### config.mk
export PLATFORM = sky130hd
export DESIGN_NAME = uart_io_responder_flat
export DESIGN_NICKNAME = d
export VERILOG_FILES = /design/src/rtl/uart_io_responder_if.sv /design/src/rtl/uart_io_responder.sv /design/src/flat_wrapper.sv
export SDC_FILE = /design/constraint.sdc
export NUM_CORES = 1
export LEC_CHECK = 0
export CORE_UTILIZATION = 55
export CTS_CLUSTER_DIAMETER = 40
export DETAILED_ROUTE_END_ITERATION = 8
export PLACE_DENSITY = 0.84
export SLEW_MARGIN = 20
export SYNTH_ARGS = -nofsm -noshare
export SYNTH_HDL_FRONTEND = slang
export SYNTH_SLANG_ARGS = --single-unit
### constraint.sdc
create_clock -name clk -period 3.69 [get_ports clk]
set_clock_uncertainty 0.2 [all_clocks]
set_input_delay 0.369 -clock clk [delete_from_list [all_inputs] [get_ports clk]]
set_output_delay 0.369 -clock clk [all_outputs]
set_load 0.05 [all_outputs]
### src/rtl/uart_io_responder_if.sv
// ---------------------------------------------------------------------------
// uart_io_responder_if
// Byte I/O handshake bundle between the execution core and the UART responder.
//   uart_in_data   [7:0]  core -> responder, byte to transmit (OUT)
//   uart_in_valid         core -> responder, uart_in_data is offered
//   uart_in_ready         responder -> core, TX FIFO can take a byte
//   uart_out_valid        core -> responder, request one received byte (IN)
//   uart_out_data  [7:0]  responder -> core, RX FIFO head byte
//   uart_out_ready        responder -> core, RX FIFO holds at least one byte
// The core side uses the master modport, the responder the slave modport.
// ---------------------------------------------------------------------------
interface uart_io_responder_if;
   logic [7:0] uart_in_data;
   logic       uart_in_valid;
   logic       uart_in_ready;
   logic       uart_out_valid;
   logic [7:0] uart_out_data;
   logic       uart_out_ready;

   modport master (
      output uart_in_data,
      output uart_in_valid,
      output uart_out_valid,
      input  uart_in_ready,
      input  uart_out_data,
      input  uart_out_ready
   );

   modport slave (
      input  uart_in_data,
      input  uart_in_valid,
      input  uart_out_valid,
      output uart_in_ready,
      output uart_out_data,
      output uart_out_ready
   );
endinterface

### src/rtl/uart_io_responder.sv
// ---------------------------------------------------------------------------
// uart_io_responder
// UART side of the core's byte I/O. OUT bytes are queued in a TX FIFO and sent
// 8N1 on uart_tx; uart_rx is deserialised into an RX FIFO that answers IN
// requests from its head.
// Parameters:
//   CLKS_PER_BIT  clk cycles per serial bit (>= 4)
//   FIFO_AW       FIFO address width, each FIFO holds 2**FIFO_AW bytes
// Ports:
//   clk, reset_n  clock, asynchronous active-low reset
//   bus           uart_io_responder_if.slave handshake bundle
//   uart_tx       serial output, idle high
//   uart_rx       serial input, asynchronous to clk
//   rx_overflow   sticky, a good frame was dropped on a full RX FIFO
//   rx_frame_err  sticky, a frame with a low stop bit was discarded
// Build option: define UART_LOOPBACK_EN to feed the internal TX line into the
// receiver; uart_tx is then held high and uart_rx is ignored.
// ---------------------------------------------------------------------------
module uart_io_responder #(
   parameter int CLKS_PER_BIT = 868,
   parameter int FIFO_AW      = 4
) (
   input  logic               clk,
   input  logic               reset_n,
   uart_io_responder_if.slave bus,
   output logic               uart_tx,
   input  logic               uart_rx,
   output logic               rx_overflow,
   output logic               rx_frame_err
);
   localparam int DEPTH = 1 << FIFO_AW;
   localparam int CW    = $clog2(CLKS_PER_BIT);
   localparam logic [CW-1:0]    BIT_LAST   = CW'(CLKS_PER_BIT - 1);
   localparam logic [CW-1:0]    HALF_LAST  = CW'(CLKS_PER_BIT / 2 - 1);
   localparam logic [FIFO_AW:0] FULL_COUNT = (FIFO_AW + 1)'(DEPTH);

   typedef enum logic [1:0] {TX_IDLE, TX_START, TX_DATA, TX_STOP} tx_state_t;
   typedef enum logic [2:0] {RX_IDLE, RX_START, RX_DATA, RX_STOP, RX_WAIT_HIGH} rx_state_t;

   // TX FIFO
   logic [7:0]         tx_mem [DEPTH];
   logic [FIFO_AW-1:0] tx_wr_ptr, tx_rd_ptr;
   logic [FIFO_AW:0]   tx_count;
   logic               tx_full, tx_empty, tx_push, tx_pop;

   // TX serialiser
   tx_state_t          tx_state;
   logic [CW-1:0]      tx_cnt;
   logic [2:0]         tx_bit;
   logic [7:0]         tx_shift;
   logic               tx_line;

   // RX FIFO
   logic [7:0]         rx_mem [DEPTH];
   logic [FIFO_AW-1:0] rx_wr_ptr, rx_rd_ptr;
   logic [FIFO_AW:0]   rx_count;
   logic               rx_full, rx_empty, rx_push, rx_pop;

   // RX deserialiser
   rx_state_t          rx_state;
   logic [CW-1:0]      rx_cnt;
   logic [2:0]         rx_bit;
   logic [7:0]         rx_shift;
   logic               rx_in, rx_s1, rx_s2, rx_prev;

`ifdef UART_LOOPBACK_EN
   assign rx_in   = tx_line;
   assign uart_tx = 1'b1;
`else
   assign rx_in   = uart_rx;
   assign uart_tx = tx_line;
`endif

   // Handshake outputs come straight from registered FIFO state. Fullness is
   // judged before the edge, so a pop never lets a push into a full FIFO.
   assign tx_full  = (tx_count == FULL_COUNT);
   assign tx_empty = (tx_count == '0);
   assign rx_full  = (rx_count == FULL_COUNT);
   assign rx_empty = (rx_count == '0);

   assign bus.uart_in_ready  = !tx_full;
   assign bus.uart_out_ready = !rx_empty;
   assign bus.uart_out_data  = rx_empty ? 8'h00 : rx_mem[rx_rd_ptr];

   assign tx_push = bus.uart_in_valid && !tx_full;
   assign rx_pop  = bus.uart_out_valid && !rx_empty;

   // The serialiser takes the head either from idle or at the end of a stop
   // bit, which is what makes back-to-back frames gapless.
   assign tx_pop = !tx_empty &&
                   ((tx_state == TX_IDLE) ||
                    ((tx_state == TX_STOP) && (tx_cnt == BIT_LAST)));

   // A good stop bit stores the byte unless the FIFO was already full.
   assign rx_push = (rx_state == RX_STOP) && (rx_cnt == BIT_LAST) && rx_s2 && !rx_full;

   // FIFO storage is plain memory; only pointers and counts are reset.
   always_ff @(posedge clk) begin
      if (tx_push) tx_mem[tx_wr_ptr] <= bus.uart_in_data;
      if (rx_push) rx_mem[rx_wr_ptr] <= rx_shift;
   end

   // Pointer and occupancy bookkeeping for both FIFOs.
   always_ff @(posedge clk or negedge reset_n) begin
      if (!reset_n) begin
         tx_wr_ptr <= '0;
         tx_rd_ptr <= '0;
         tx_count  <= '0;
         rx_wr_ptr <= '0;
         rx_rd_ptr <= '0;
         rx_count  <= '0;
      end else begin
         if (tx_push) tx_wr_ptr <= tx_wr_ptr + 1'b1;
         if (tx_pop)  tx_rd_ptr <= tx_rd_ptr + 1'b1;
         tx_count <= tx_count + (FIFO_AW + 1)'(tx_push) - (FIFO_AW + 1)'(tx_pop);
         if (rx_push) rx_wr_ptr <= rx_wr_ptr + 1'b1;
         if (rx_pop)  rx_rd_ptr <= rx_rd_ptr + 1'b1;
         rx_count <= rx_count + (FIFO_AW + 1)'(rx_push) - (FIFO_AW + 1)'(rx_pop);
      end
   end

   // Transmit FSM, LSB first; tx_line is the registered serial output.
   always_ff @(posedge clk or negedge reset_n) begin
      if (!reset_n) begin
         tx_state <= TX_IDLE;
         tx_cnt   <= '0;
         tx_bit   <= '0;
         tx_shift <= '0;
         tx_line  <= 1'b1;
      end else begin
         case (tx_state)
            TX_IDLE: begin
               if (tx_pop) begin
                  tx_shift <= tx_mem[tx_rd_ptr];
                  tx_cnt   <= '0;
                  tx_line  <= 1'b0;
                  tx_state <= TX_START;
               end
            end
            TX_START: begin
               if (tx_cnt == BIT_LAST) begin
                  tx_cnt   <= '0;
                  tx_bit   <= '0;
                  tx_line  <= tx_shift[0];
                  tx_state <= TX_DATA;
               end else begin
                  tx_cnt <= tx_cnt + 1'b1;
               end
            end
            TX_DATA: begin
               if (tx_cnt == BIT_LAST) begin
                  tx_cnt <= '0;
                  if (tx_bit == 3'd7) begin
                     tx_line  <= 1'b1;
                     tx_state <= TX_STOP;
                  end else begin
                     tx_bit   <= tx_bit + 1'b1;
                     tx_shift <= tx_shift >> 1;
                     tx_line  <= tx_shift[1];
                  end
               end else begin
                  tx_cnt <= tx_cnt + 1'b1;
               end
            end
            TX_STOP: begin
               if (tx_cnt == BIT_LAST) begin
                  tx_cnt <= '0;
                  if (tx_pop) begin
                     tx_shift <= tx_mem[tx_rd_ptr];
                     tx_line  <= 1'b0;
                     tx_state <= TX_START;
                  end else begin
                     tx_state <= TX_IDLE;
                  end
               end else begin
                  tx_cnt <= tx_cnt + 1'b1;
               end
            end
            default: begin
               tx_line  <= 1'b1;
               tx_state <= TX_IDLE;
            end
         endcase
      end
   end

   // Receive FSM behind a two-flop synchroniser. The start bit is re-checked
   // at its middle, after which every sample falls mid-bit.
   always_ff @(posedge clk or negedge reset_n) begin
      if (!reset_n) begin
         rx_s1        <= 1'b1;
         rx_s2        <= 1'b1;
         rx_prev      <= 1'b1;
         rx_state     <= RX_IDLE;
         rx_cnt       <= '0;
         rx_bit       <= '0;
         rx_shift     <= '0;
         rx_overflow  <= 1'b0;
         rx_frame_err <= 1'b0;
      end else begin
         rx_s1   <= rx_in;
         rx_s2   <= rx_s1;
         rx_prev <= rx_s2;
         case (rx_state)
            RX_IDLE: begin
               if (rx_prev && !rx_s2) begin
                  rx_cnt   <= '0;
                  rx_state <= RX_START;
               end
            end
            RX_START: begin
               if (rx_cnt == HALF_LAST) begin
                  rx_cnt   <= '0;
                  rx_bit   <= '0;
                  rx_state <= rx_s2 ? RX_IDLE : RX_DATA;
               end else begin
                  rx_cnt <= rx_cnt + 1'b1;
               end
            end
            RX_DATA: begin
               if (rx_cnt == BIT_LAST) begin
                  rx_cnt   <= '0;
                  rx_shift <= {rx_s2, rx_shift[7:1]};
                  if (rx_bit == 3'd7) rx_state <= RX_STOP;
                  else                rx_bit   <= rx_bit + 1'b1;
               end else begin
                  rx_cnt <= rx_cnt + 1'b1;
               end
            end
            RX_STOP: begin
               if (rx_cnt == BIT_LAST) begin
                  rx_cnt <= '0;
                  if (rx_s2) begin
                     if (rx_full) rx_overflow <= 1'b1;
                     rx_state <= RX_IDLE;
                  end else begin
                     rx_frame_err <= 1'b1;
                     rx_state     <= RX_WAIT_HIGH;
                  end
               end else begin
                  rx_cnt <= rx_cnt + 1'b1;
               end
            end
            RX_WAIT_HIGH: begin
               if (rx_s2) rx_state <= RX_IDLE;
            end
            default: rx_state <= RX_IDLE;
         endcase
      end
   end
endmodule

### src/flat_wrapper.sv
// flat-port wrapper written by rule: the top's interface ports become plain ports
module uart_io_responder_flat 
#(
   parameter int CLKS_PER_BIT = 868,
   parameter int FIFO_AW      = 4
)
  (clk, reset_n, uart_tx, uart_rx, rx_overflow, rx_frame_err, bus_uart_in_data, bus_uart_in_valid, bus_uart_out_valid, bus_uart_in_ready, bus_uart_out_data, bus_uart_out_ready);
  uart_io_responder_if bus_i ();
  input  logic clk;
  input  logic reset_n;
  output logic uart_tx;
  input  logic uart_rx;
  output logic rx_overflow;
  output logic rx_frame_err;
  input wire logic [$bits(bus_i.uart_in_data)-1:0] bus_uart_in_data;
  input wire logic [$bits(bus_i.uart_in_valid)-1:0] bus_uart_in_valid;
  input wire logic [$bits(bus_i.uart_out_valid)-1:0] bus_uart_out_valid;
  output wire logic [$bits(bus_i.uart_in_ready)-1:0] bus_uart_in_ready;
  output wire logic [$bits(bus_i.uart_out_data)-1:0] bus_uart_out_data;
  output wire logic [$bits(bus_i.uart_out_ready)-1:0] bus_uart_out_ready;
  assign bus_i.uart_in_data = bus_uart_in_data;
  assign bus_i.uart_in_valid = bus_uart_in_valid;
  assign bus_i.uart_out_valid = bus_uart_out_valid;
  assign bus_uart_in_ready = bus_i.uart_in_ready;
  assign bus_uart_out_data = bus_i.uart_out_data;
  assign bus_uart_out_ready = bus_i.uart_out_ready;
  uart_io_responder #(.CLKS_PER_BIT(CLKS_PER_BIT), .FIFO_AW(FIFO_AW)) u_core (.clk(clk), .reset_n(reset_n), .bus(bus_i), .uart_tx(uart_tx), .uart_rx(uart_rx), .rx_overflow(rx_overflow), .rx_frame_err(rx_frame_err));
endmodule
* Yosys cells after proc, flatten, opt, wreduce, memory -nomap -nowiden
Memories as Yosys holds them, arrays and structs flattened. Cells that the tools add are included.
Operators by class: bitwise gates (word level) 1, reduce and logical (&&, ||, !) cells 34, add/sub/neg operators 12, multiplexer cells 47, eq/ne operators 27
Operator list (number):
- $mux W10 | 5
- $mux W8 | 5
- $mux W3 | 13
- $pmux W10 S3 | 1
- $pmux W8 S3 | 1
- $add A10 B1 Y10 const B | 2
- $eq A10 B10 Y1 const B | 2
- $pmux W10 S2 | 1
- $ne A2 B1 Y1 const B | 9
- $add A4 B1 Y4 const B | 4
- $reduce_and A4 Y1 | 4
- $pmux W3 S5 | 1
- $mux W2 | 6
- $pmux W3 S2 | 2
- $add A5 B1 Y5 | 2
- $eq A10 B9 Y1 const B | 1
- $eq A5 B5 Y1 const B | 2
- $logic_not A5 Y1 | 2
- $mux W1 | 10
- $sub A5 B1 Y5 | 2
- $eq A3 B3 Y1 const B | 3
- $logic_and A1 B1 Y1 | 8
- $ne A2 B2 Y1 const B | 4
- $pmux W2 S4 | 1
- 19 further kinds | 30
Word-level totals: memories 2, flip-flop bits (word level) 79, logic and storage cells 143, RAM bits 256
Memory list:
- u_core.rx_mem | words 16, bits a word 8, read ports 1, clocked after Yosys merged registers in 0, write ports 1, line uart_io_responder.sv:54 | logic [7:0] rx_mem [DEPTH];
- u_core.tx_mem | words 16, bits a word 8, read ports 1, clocked after Yosys merged registers in 0, write ports 1, line uart_io_responder.sv:41 | logic [7:0] tx_mem [DEPTH];

* Logic depth before layout (Yosys ltp)
Gate-level depths: netlist (run 1).
depth after elaboration 7, depth in mapped cells 15

* Worst setup path before layout (run 1)
Ideal clock, no wire load.
kind register -> register, from register u_core.tx_cnt[0], to register u_core.tx_count[4], stages on the path, launching flop included 15, clock period less this slack 2.955 ns, arrival 2.630 ns, data required time 3.365 ns, setup time 0.125 ns, path slack 0.735 ns, path through dfrtp_1 > ha_1 > nor3b_2 > nand4_1 > a21oi_2 > ha_1 > inv_1 > ha_1 > inv_1 > fa_1 > inv_1 > a21oi_1 > nor2_1 > nor2_1 > xnor2_1
Between the ends: cells in the longest elaborated chain, start to end 5
Ends and longest elaborated chain:
- start: declaration | line uart_io_responder.sv:48 | logic [CW-1:0] tx_cnt;
- start signal: assignment | line uart_io_responder.sv:147 | tx_cnt <= tx_cnt + 1'b1;
- start signal: assignment | line uart_io_responder.sv:162 | tx_cnt <= tx_cnt + 1'b1;
- start signal: assignment | line uart_io_responder.sv:176 | tx_cnt <= tx_cnt + 1'b1;
- $eq A10 B10 Y1 | line uart_io_responder.sv:92 | ((tx_state == TX_STOP) && (tx_cnt == BIT_LAST)));
- $logic_and A1 B1 Y1 | line uart_io_responder.sv:92
- $logic_or A1 B1 Y1 | line uart_io_responder.sv:91 | ((tx_state == TX_IDLE) ||
- $logic_and A1 B1 Y1 | line uart_io_responder.sv:90 | assign tx_pop = !tx_empty &&
- $sub A5 B1 Y5 | line uart_io_responder.sv:115 | tx_count <= tx_count + (FIFO_AW + 1)'(tx_push) - (FIFO_AW + 1)'(tx_pop);
- end signal: assignment | line uart_io_responder.sv:115
- end: declaration | line uart_io_responder.sv:43 | logic [FIFO_AW:0] tx_count;
No other way between the ends. A chain may end at the register's enable or synchronous reset.

* Final worst setup path (run 1)
from register u_core.rx_rd_ptr[0], to output bus_uart_out_data[0]
Between the ends: cells in the longest elaborated chain, start to end 2
Ends and longest elaborated chain:
- start: declaration | line uart_io_responder.sv:55 | logic [FIFO_AW-1:0] rx_wr_ptr, rx_rd_ptr;
- start signal: assignment | line uart_io_responder.sv:117 | if (rx_pop) rx_rd_ptr <= rx_rd_ptr + 1'b1;
- $mem_v2 Z16 W8
- $mux W8 | line uart_io_responder.sv:83 | assign bus.uart_out_data = rx_empty ? 8'h00 : rx_mem[rx_rd_ptr];
- end: declaration | line flat_wrapper.sv:19 | output wire logic [$bits(bus_i.uart_out_data)-1:0] bus_uart_out_data;
No other way between the ends.

==> results_dict.tcl, run 1 <==
set metrics [dict create \
    diodes 0 \
    p_sw_frac 0.265 \
    hold_path.class "input port to flop" \
    drcViolationCount 0 \
    via_per_inst 6.01 \
    leakagePower_nw 5.65 \
    synth_ff_type "edfxtp_1" \
    placed_area_um2 14900 \
    max_slew_margin 0.351 \
    cts_root_buf "clkbuf_16" \
    die-width_um 163 \
    end_kind "output port" \
    p_seq_frac 0.458 \
    num-fill-cells 1703 \
    setup_tns_ns 0 \
    synth_top_area_frac 0.540 \
    dr.first_iter.drc_count 623 \
    drv_slew 0 \
    initial_core_util 0.564 \
    max_stage_delay_ns 0.55 \
    comb_power_share 0.154 \
    vias 7615 \
    ir_drop_mv 0.592 \
    ioPinCount 26 \
    track_usage 0.217 \
    critPathRequiredTime_ns 3.12 \
    placement_rows 58 \
    dr.pass1.iters 5 \
    worst_pin_slew_ns 0.974 \
    multiInputGateArea_um2 4200 \
    rsz0062_at_grt "false" \
    grt_max_degree 48 \
    critPathLaunchType "flop" \
    cp_slowest_cell "mux4_2" \
    io_buffer_count 25 \
    p_per_area_nw_per_um2 620 \
    yosysUniqueCellTypes 69 \
    wirelength_um 27700 \
    p_int_w 0.00739 \
    final_nets 957 \
    grt_pass1_wl_um 42900 \
    setup_viol 0 \
    cts_setup_buffers 0 \
    dieHeight_um 163 \
    ys_seq_area_frac 0.679 \
    syn_avg_cell_area_um2 16.6 \
    cts-buffers-inserted 38 \
    ant_nets 0 \
    layout_common_cells "256 x edfxtp_1, 73 x dfrtp_1, 59 x mux4_2" \
    cts_max_level 2 \
    synth_largest_area_cell "edfxtp_1" \
    antenna_found_initial 0 \
    core_um2 25300 \
    clock-sinks 335 \
    crit_top_cell "mux4_2" \
    max-cap-violations 0 \
    crit_fanout 13 \
    finalCritPeriodShare 0.946 \
    stdcell_area_um2 16200 \
    ys_warn_count 0 \
    synth-edff-count 256 \
    syn_nets 909 \
    register_area_um2 9670 \
    cts_buffer_depth 3 \
    syn_inst 860 \
    crit_type "flop to output port" \
    switching_power_w 0.00266 \
    die_area_um2 26500 \
    finalHoldViolations 0 \
    gr-total-overflow 0 \
    place_hpwl_um 17400 \
    async_flop_share 0.236 \
    critPathArrivalTime_ns 2.92 \
    area_delta_synth_final_pct 13.8 \
    clock_power_share 0.388 \
    wl_per_cell_um 21.9 \
    clock_latency_ns 0.53 \
    final_common_cell "edfxtp_1" \
    cts_tree "done" \
    first_global_vias 7628 \
    path_clk_slew_ns 0.06 \
    drive_above_1_share 0.188 \
    worstPathCellList "buf_6 -> mux4_2 -> mux4_2 -> and2_1 -> dlygate4sd2_1" \
    period_needed_ns 3.49 \
    netlist_area_um2 14200 \
    status "finished clean" \
    ys_top_cells_by_area "edfxtp_1 54%, dfrtp_1 13%, mux4_2 9.3%, ha_1 3.0%, mux2i_1 3.0%" \
    synth_seq_cells 335 \
    gp_congestion 0.795 \
    max_freq_mhz 286 \
]
## worst max-delay path, delay by kind of cell, from the launching register on
family / cells / cell delay (ns)
and+or+nand+nor: 1 / 0.17
buffers and inverters: 2 / 0.68
DFF: 1 / 0.52
muxes: 2 / 1.04
## worst paths after layout
path                                                  from                              end  slack, ns  depth (start not counted)
setup / recovery           u_core.rx_rd_ptr[0]$_DFFE_PN0P_             bus_uart_out_data[0]       0.20                          5
hold / removal                                     uart_rx           u_core.rx_s1$_DFF_PN1_       0.09                          1
setup reg to reg              u_core.rx_cnt[3]$_DFFE_PN0P_    u_core.rx_mem[0][7]$_DFFE_PP_       0.63                          5
hold reg to reg                     u_core.rx_s1$_DFF_PN1_           u_core.rx_s2$_DFF_PN1_       0.16                          0
max in group asynchronous                          reset_n       u_core.uart_tx$_DFFE_PN1P_       2.25                          3
min in group asynchronous                          reset_n  u_core.rx_rd_ptr[3]$_DFFE_PN0P_       0.23                          2
## power by group through the flow
stage | sequential [W] | combinational (W) | clock (W)
global route | 0.00464 | 0.00172 | 0.00409
finish | 0.00460 | 0.00155 | 0.00389
floorplan | 0.00454 | 0.00130 | 0
detailed placement | 0.00467 | 0.00155 | 0
global placement | 0.00466 | 0.00148 | 0
CTS | 0.00461 | 0.00156 | 0.00395
## synthesized netlist by cell type (4+ instances only)
library cell,count
edfxtp_1,256
dfrtp_1,75
mux4_2,59
inv_1,47
mux2i_1,42
ha_1,34
nand2_1,32
and2_1,29
nor2_1,29
o21ai_0,25
a21oi_1,24
clkbuf_1,15
nand3_1,15
xnor2_1,15
a22oi_1,14
buf_2,10
nand4_1,10
nor2b_1,8
mux2_4,7
o31ai_1,7
buf_1,6
mux2_2,6
nor3_1,6
xor2_1,6
a221o_1,5
a31oi_1,5
buf_6,4
dfstp_2,4
nor4_1,4
or3_1,4
## timing repair
item | in CTS | in global routing
setup endpoints to repair | 8 | 1
endpoints found under the hold margin | 45 | 0
gates resized for setup | 8 | 1
hold buffers | 1 | 0
## sequential cells by signal, indices dropped and copies added (netlist names)
signal	count
u_core.rx_mem	128
u_core.tx_mem	128
u_core.rx_cnt	10
u_core.tx_cnt	10
u_core.rx_shift	8
u_core.tx_shift	8
u_core.rx_count	5
u_core.tx_count	5
u_core.rx_rd_ptr	4
u_core.rx_wr_ptr	4
u_core.tx_rd_ptr	4
u_core.tx_wr_ptr	4
u_core.rx_bit	3
u_core.rx_state	3
u_core.tx_bit	3
u_core.tx_state	2
u_core.rx_frame_err	1
u_core.rx_overflow	1
u_core.rx_prev	1
u_core.rx_s1	1
u_core.rx_s2	1
u_core.uart_tx	1
## stage by stage
| step | total power [W] | utilization | worst slack, ns | hold WS, ns | cells |
|---|---|---|---|---|---|
| 3_5_place_dp | 0.00623 | 0.589 | 0.364 | 0.150 | 1197 |
| 3_3_place_gp | 0.00614 | 0.589 | 0.467 | 0.146 | 1197 |
| 5_1_grt | 0.0104 | 0.642 | 0.0730 | 0.0841 | 1268 |
| 6_report | 0.0100 | 0.642 | 0.199 | 0.0943 | 1268 |
| 4_1_cts | 0.0101 | 0.641 | 0.0787 | 0.0980 | 1268 |
| 2_1_floorplan | 0.00583 | - | 0.735 | -0.127 | 860 |
## area by class of cell
cell class / count / share of cell area
tap: 330 / 0.0255
multi-input combinational: 440 / 0.259
inverter: 48 / 0.0111
timing repair buffer: 45 / 0.0251
clock buffer: 49 / 0.0657
clock inverter: 21 / 0.0167
sequential: 335 / 0.597
## logic make-up (layout without fill, tap and decap cells)
family | after synthesis | in the layout | synth area share
AOI/OAI and AO/OA | 109 | 109 | 0.0517
xor gates and xnor gates | 21 | 21 | 0.0129
adders and majority gates | 36 | 36 | 0.0327
buffers and inverters | 85 | 163 | 0.0259
DFF | 335 | 335 | 0.679
muxes | 114 | 114 | 0.135
and+or+nand+nor | 160 | 160 | 0.0624
## layer usage
layer / part of all wire / track usage / routed length (um) / vias to the layer above
li1: - / - / - / 3443
met1: 0.39 / 0.275 / 10900 / 3834
met2: 0.51 / 0.380 / 14200 / 280
met3: 0.068 / 0.0397 / 1890 / 58
met4: 0.024 / 0.0692 / 663 / 0
met5: 0 / 0 / 0 / -
No activity file was read; power rests on OpenSTA's default activity.
==> run 2: changes to the inputs <==
--- a/config.mk
+++ b/config.mk
@@ -5,6 +5,7 @@
 export SDC_FILE = /design/constraint.sdc
 export NUM_CORES = 1
 export LEC_CHECK = 0
+export CORE_ASPECT_RATIO = 0.9
 export CORE_UTILIZATION = 55
 export CTS_CLUSTER_DIAMETER = 40
 export DETAILED_ROUTE_END_ITERATION = 8
==> results_dict.tcl, run 2 (synthesized netlist as in run 1, its figures left out) <==
set metrics [dict create \
    clock_power_share 0.390 \
    critPathLaunchType "flop" \
    via_per_inst 6.07 \
    placed_area_um2 14900 \
    end_kind "output port" \
    cts_tree "done" \
    gp_congestion 0.801 \
    track_usage 0.232 \
    dieHeight_um 155 \
    finalCritPeriodShare 0.965 \
    layout_common_cells "256 x edfxtp_1, 73 x dfrtp_1, 59 x mux4_2" \
    final_nets 967 \
    worst_pin_slew_ns 0.792 \
    p_seq_frac 0.450 \
    ant_nets 0 \
    max-cap-violations 0 \
    rr_startpoint "u_core.tx_cnt[0]$_DFFE_PN0N_" \
    io_buffer_count 25 \
    power.total_w 0.0103 \
    dr.pass1.iters 5 \
    die-width_um 172 \
    min_from "uart_rx" \
    multiInputGateArea_um2 4210 \
    drv_slew 0 \
    final_util 0.646 \
    switching_power_w 0.00273 \
    grt_max_degree 80 \
    dr.first_iter.drc_count 812 \
    ioPinCount 26 \
    leakagePower_nw 5.71 \
    wirelength_um 29300 \
    crit_type "flop to output port" \
    setup_viol 0 \
    die_area_um2 26500 \
    max_slew_margin 0.472 \
    finalHoldViolations 0 \
    ir_drop_mv 0.545 \
    max_freq_mhz 281 \
    reg_top3 "u_core.rx_mem (128), u_core.tx_mem (128)" \
    initial_core_util 0.564 \
    p_per_area_nw_per_um2 628 \
    comb_power_share 0.160 \
    core_um2 25300 \
    p_sw_frac 0.267 \
    place_hpwl_um 17600 \
    path_clk_slew_ns 0.05 \
    gr-total-overflow 0 \
    drcViolationCount 0 \
    wl_per_cell_um 22.7 \
    critPathArrivalTime_ns 2.99 \
    crit_fanout 35 \
    cts_buffer_depth 3 \
    clock-sinks 335 \
    cts_max_level 2 \
    clock_latency_ns 0.53 \
    first_global_vias 8000 \
    vias 7833 \
    drive_above_1_share 0.200 \
    num-fill-cells 1642 \
    area_delta_synth_final_pct 14.7 \
    p_int_w 0.00752 \
    diodes 0 \
    stdcell_area_um2 16300 \
    antenna_found_initial 0 \
    critPathRequiredTime_ns 3.12 \
    crit_path_start "u_core.rx_rd_ptr[1]$_DFFE_PN0P_" \
    status "finished clean" \
    register_area_um2 9670 \
    period_needed_ns 3.56 \
    grt_pass1_wl_um 45800 \
    hold_path.class "input port to flop" \
    final_common_cell "edfxtp_1" \
    cts_root_buf "clkbuf_16" \
    placement_rows 55 \
    cts-buffers-inserted 39 \
    rsz0062_at_grt "false" \
    setup_tns_ns 0 \
]
## run 2: cell count changes in the layout (fill, tap and decap cells not counted), moves of 2 or more
cell           delta
inv_4             -2
clkinv_1          +2
buf_4            +13
nor4_1            -3
dlygate4sd2_1     -6
nor4_2            +3
clkinv_2          -3
## run 2: power by group through the flow
stage	clock, W	combinational, W	sequential (W)
2_1_floorplan	0	0.00130	0.00454
3_5_place_dp	0	0.00154	0.00471
6_report	0.00400	0.00164	0.00461
5_1_grt	0.00420	0.00183	0.00465
4_1_cts	0.00404	0.00156	0.00464
3_3_place_gp	0	0.00147	0.00468
## run 2: metal layers
| layer | track usage | part of all wire | vias to the layer above |
|---|---|---|---|
| met2 | 0.377 | 0.50 | 327 |
| met5 | 0 | 0 | - |
| met1 | 0.318 | 0.42 | 4002 |
| met3 | 0.0425 | 0.066 | 51 |
| li1 | - | - | 3453 |
| met4 | 0.0719 | 0.020 | 0 |
## run 2: final timing paths
path / to / slack (ns) / depth (start not counted)
hold / removal: u_core.rx_s1$_DFF_PN1_ / 0.09 / 1
setup / recovery: bus_uart_out_data[2] / 0.13 / 5
max in group asynchronous: u_core.tx_rd_ptr[0]$_DFFE_PN0N_ / 2.42 / 2
min in group asynchronous: u_core.rx_count[0]$_DFF_PN0_ / 0.28 / 2
hold reg to reg: u_core.rx_s2$_DFF_PN1_ / 0.16 / 0
setup reg to reg: u_core.tx_count[4]$_DFF_PN0_ / 0.59 / 14
## run 2: final cells by class
class	count	area share
clock buffer	51	0.0663
clock inverter	20	0.0173
inverter	48	0.0110
multi-input combinational	440	0.258
sequential	335	0.593
tap	342	0.0262
timing repair buffer	54	0.0285
## run 2: what timing repair did
| item | in CTS | in global routing |
|---|---|---|
| endpoints found under the setup margin | 8 | 6 |
| gates resized for setup | 3 | 2 |
| hold endpoints to repair | 75 | 0 |
| gates cloned | 0 | 0 |
| setup buffers | 0 | 7 |
| hold buffers | 1 | 0 |
## run 2: per-stage QoR
step	instances	setup slack, ns	hold WS (ns)
2_1_floorplan	860	0.735	-0.127
3_3_place_gp	1211	0.527	0.147
3_5_place_dp	1211	0.471	0.152
4_1_cts	1283	0.0158	0.0888
5_1_grt	1290	0.0533	0.0795
6_report	1290	0.130	0.0904
## run 2: critical path: stages, from the launching register on
cell and delay [ns]:
dfrtp_1 0.33, buf_4 0.43, mux4_2 0.40, mux4_2 0.46, and2_1 0.17, clkdlybuf4s50_1 0.69
==> run 3: changes to the inputs <==
--- a/config.mk
+++ b/config.mk
@@ -10,6 +10,7 @@
 export CTS_CLUSTER_DIAMETER = 40
 export DETAILED_ROUTE_END_ITERATION = 8
 export PLACE_DENSITY = 0.84
+export SKIP_LAST_GASP = 1
 export SLEW_MARGIN = 20
 export SYNTH_ARGS = -nofsm -noshare
 export SYNTH_HDL_FRONTEND = slang
==> constraint.sdc (replaced) <==
create_clock -name clk -period 4.1 [get_ports clk]
set_clock_uncertainty 0.2 [all_clocks]
set_input_delay 0.41 -clock clk [delete_from_list [all_inputs] [get_ports clk]]
set_output_delay 0.41 -clock clk [all_outputs]
set_load 0.05 [all_outputs]
==> results_dict.tcl, run 3 (synthesized netlist as in run 1, its figures left out) <==
set metrics [dict create \
    status "finished clean" \
    placement_rows 55 \
    fin_hold_ws_ns 0.121 \
    path_clk_slew_ns 0.06 \
    cts_tree "done" \
    dr.first_iter.drc_count 815 \
    num-fill-cells 1686 \
    p_int_w 0.00648 \
    drv_slew 0 \
    critPathLaunchType "flop" \
    critPathArrivalTime_ns 3.36 \
    via_per_inst 6.13 \
    cts_buffer_depth 3 \
    reg_top3 "u_core.rx_mem (128), u_core.tx_mem (128)" \
    clock_latency_ns 0.53 \
    area_delta_synth_final_pct 13.5 \
    ioPinCount 26 \
    final_common_cell "edfxtp_1" \
    p_sw_frac 0.279 \
    initial_core_util 0.564 \
    globalRouteMet2Util 0.398 \
    die_area_um2 26500 \
    busiest_layer "met2" \
    grt_pass1_wl_um 46300 \
    max-cap-violations 0 \
    max_slew_margin 0.317 \
    wirelength_um 29700 \
    core_um2 25300 \
    gp_congestion 0.818 \
    clock-sinks 335 \
    cts-buffers-inserted 39 \
    ir_drop_mv 0.498 \
    cts_max_level 2 \
    first_global_vias 8111 \
    critPathRequiredTime_ns 3.49 \
    dieHeight_um 155 \
    antenna_found_initial 0 \
    switching_power_w 0.00250 \
    ant_nets 0 \
    period_needed_ns 3.97 \
    place_hpwl_um 17700 \
    gr-total-overflow 0 \
    cts_root_buf "clkbuf_16" \
    clock_power_share 0.374 \
    end_kind "output port" \
    finalCritPeriodShare 0.969 \
    die-width_um 172 \
    dr.pass1.iters 6 \
    comb_power_share 0.160 \
    p_per_area_nw_per_um2 556 \
    power.total_w 0.00898 \
    crit_fanout 23 \
    hold_path.class "input port to flop" \
    layout_common_cells "256 x edfxtp_1, 73 x dfrtp_1, 59 x mux4_2" \
    setup_viol 0 \
    final_nets 957 \
    drcViolationCount 0 \
    p_seq_frac 0.465 \
    io_buffer_count 25 \
    wl_per_cell_um 23.2 \
    max_freq_mhz 252 \
    use_met3 0.0438 \
    final_util 0.640 \
    leakagePower_nw 5.63 \
    crit_type "flop to output port" \
    drive_above_1_share 0.188 \
    vias 7852 \
    grt_max_degree 80 \
    diodes 0 \
    track_usage 0.235 \
    grtUsageMet1 0.304 \
    rsz0062_at_grt "false" \
    finalHoldViolations 0 \
    setup_tns_ns 0 \
    worst_pin_slew_ns 1.02 \
]
## run 3: changes by cell type in the layout (fill, tap and decap cells not counted), moves of 3 or more
cell	change
clkinv_2	+7
clkbuf_8	-4
buf_4	-14
bufinv_16	-3
clkdlybuf4s50_1	+7
## run 3: metal layers
| layer | routed length (um) | share of wire |
|---|---|---|
| met5 | 0 | 0 |
| met1 | 11500 | 0.39 |
| met3 | 2170 | 0.073 |
| met2 | 15300 | 0.51 |
| met4 | 748 | 0.025 |
## run 3: path summary, 6_finish.rpt
path                                                 start                               to  slack (ns)  depth (start not counted)
max                        u_core.rx_rd_ptr[0]$_DFFE_PN0P_             bus_uart_out_data[2]        0.13                          5
min                                                uart_rx           u_core.rx_s1$_DFF_PN1_        0.12                          1
max reg2reg                   u_core.tx_cnt[0]$_DFFE_PN0N_     u_core.tx_count[4]$_DFF_PN0_        0.84                         15
min in group asynchronous                          reset_n  u_core.rx_rd_ptr[3]$_DFFE_PN0P_        0.26                          2
max in group asynchronous                          reset_n  u_core.tx_rd_ptr[0]$_DFFE_PN0N_        2.83                          2
min reg2reg                         u_core.rx_s1$_DFF_PN1_           u_core.rx_s2$_DFF_PN1_        0.16                          0
## run 3: power groups by stage
stage	Sequential (W)	Combinational (W)	Clock, W
after floorplan	0.00408	0.00117	0
after global placement	0.00422	0.00133	0
after detailed placement	0.00424	0.00141	0
after CTS	0.00418	0.00145	0.00339
after global routing	0.00421	0.00156	0.00353
final	0.00418	0.00144	0.00336
## run 3: final cells by class
type,count,area [um^2],area share
well taps,342,428,0.0265
repair buffers,44,409,0.0253
clock buffers,45,1020,0.0631
inverters,48,180,0.0112
flip-flops and latches,335,9670,0.599
clock inverters,26,235,0.0146
multi-input cells,440,4210,0.261
## run 3: critical path: stages (launching register included)
cell and delay, ns:
dfrtp_2 0.65, buf_12 0.29, mux4_2 0.58, mux4_2 0.46
and2_1 0.17, clkdlybuf4s50_1 0.70
## run 3: metrics by stage
step | area, um^2 | std cells | worst slack (ns)
6_report | 16200 | 1280 | 0.126
5_1_grt | 16200 | 1280 | 0.00126
4_1_cts | 16200 | 1280 | 0.0901
3_5_place_dp | 14900 | 1208 | 0.637
3_3_place_gp | 14900 | 1208 | 0.701
2_1_floorplan | 14200 | 860 | 1.14
## run 3: timing repair
item                                   4_1_cts  5_1_grt
hold buffers                                 1        0
endpoints found under the hold margin       75        0
setup endpoints to repair                    0        0
gates resized for setup                      0        0
setup buffers                                0        0
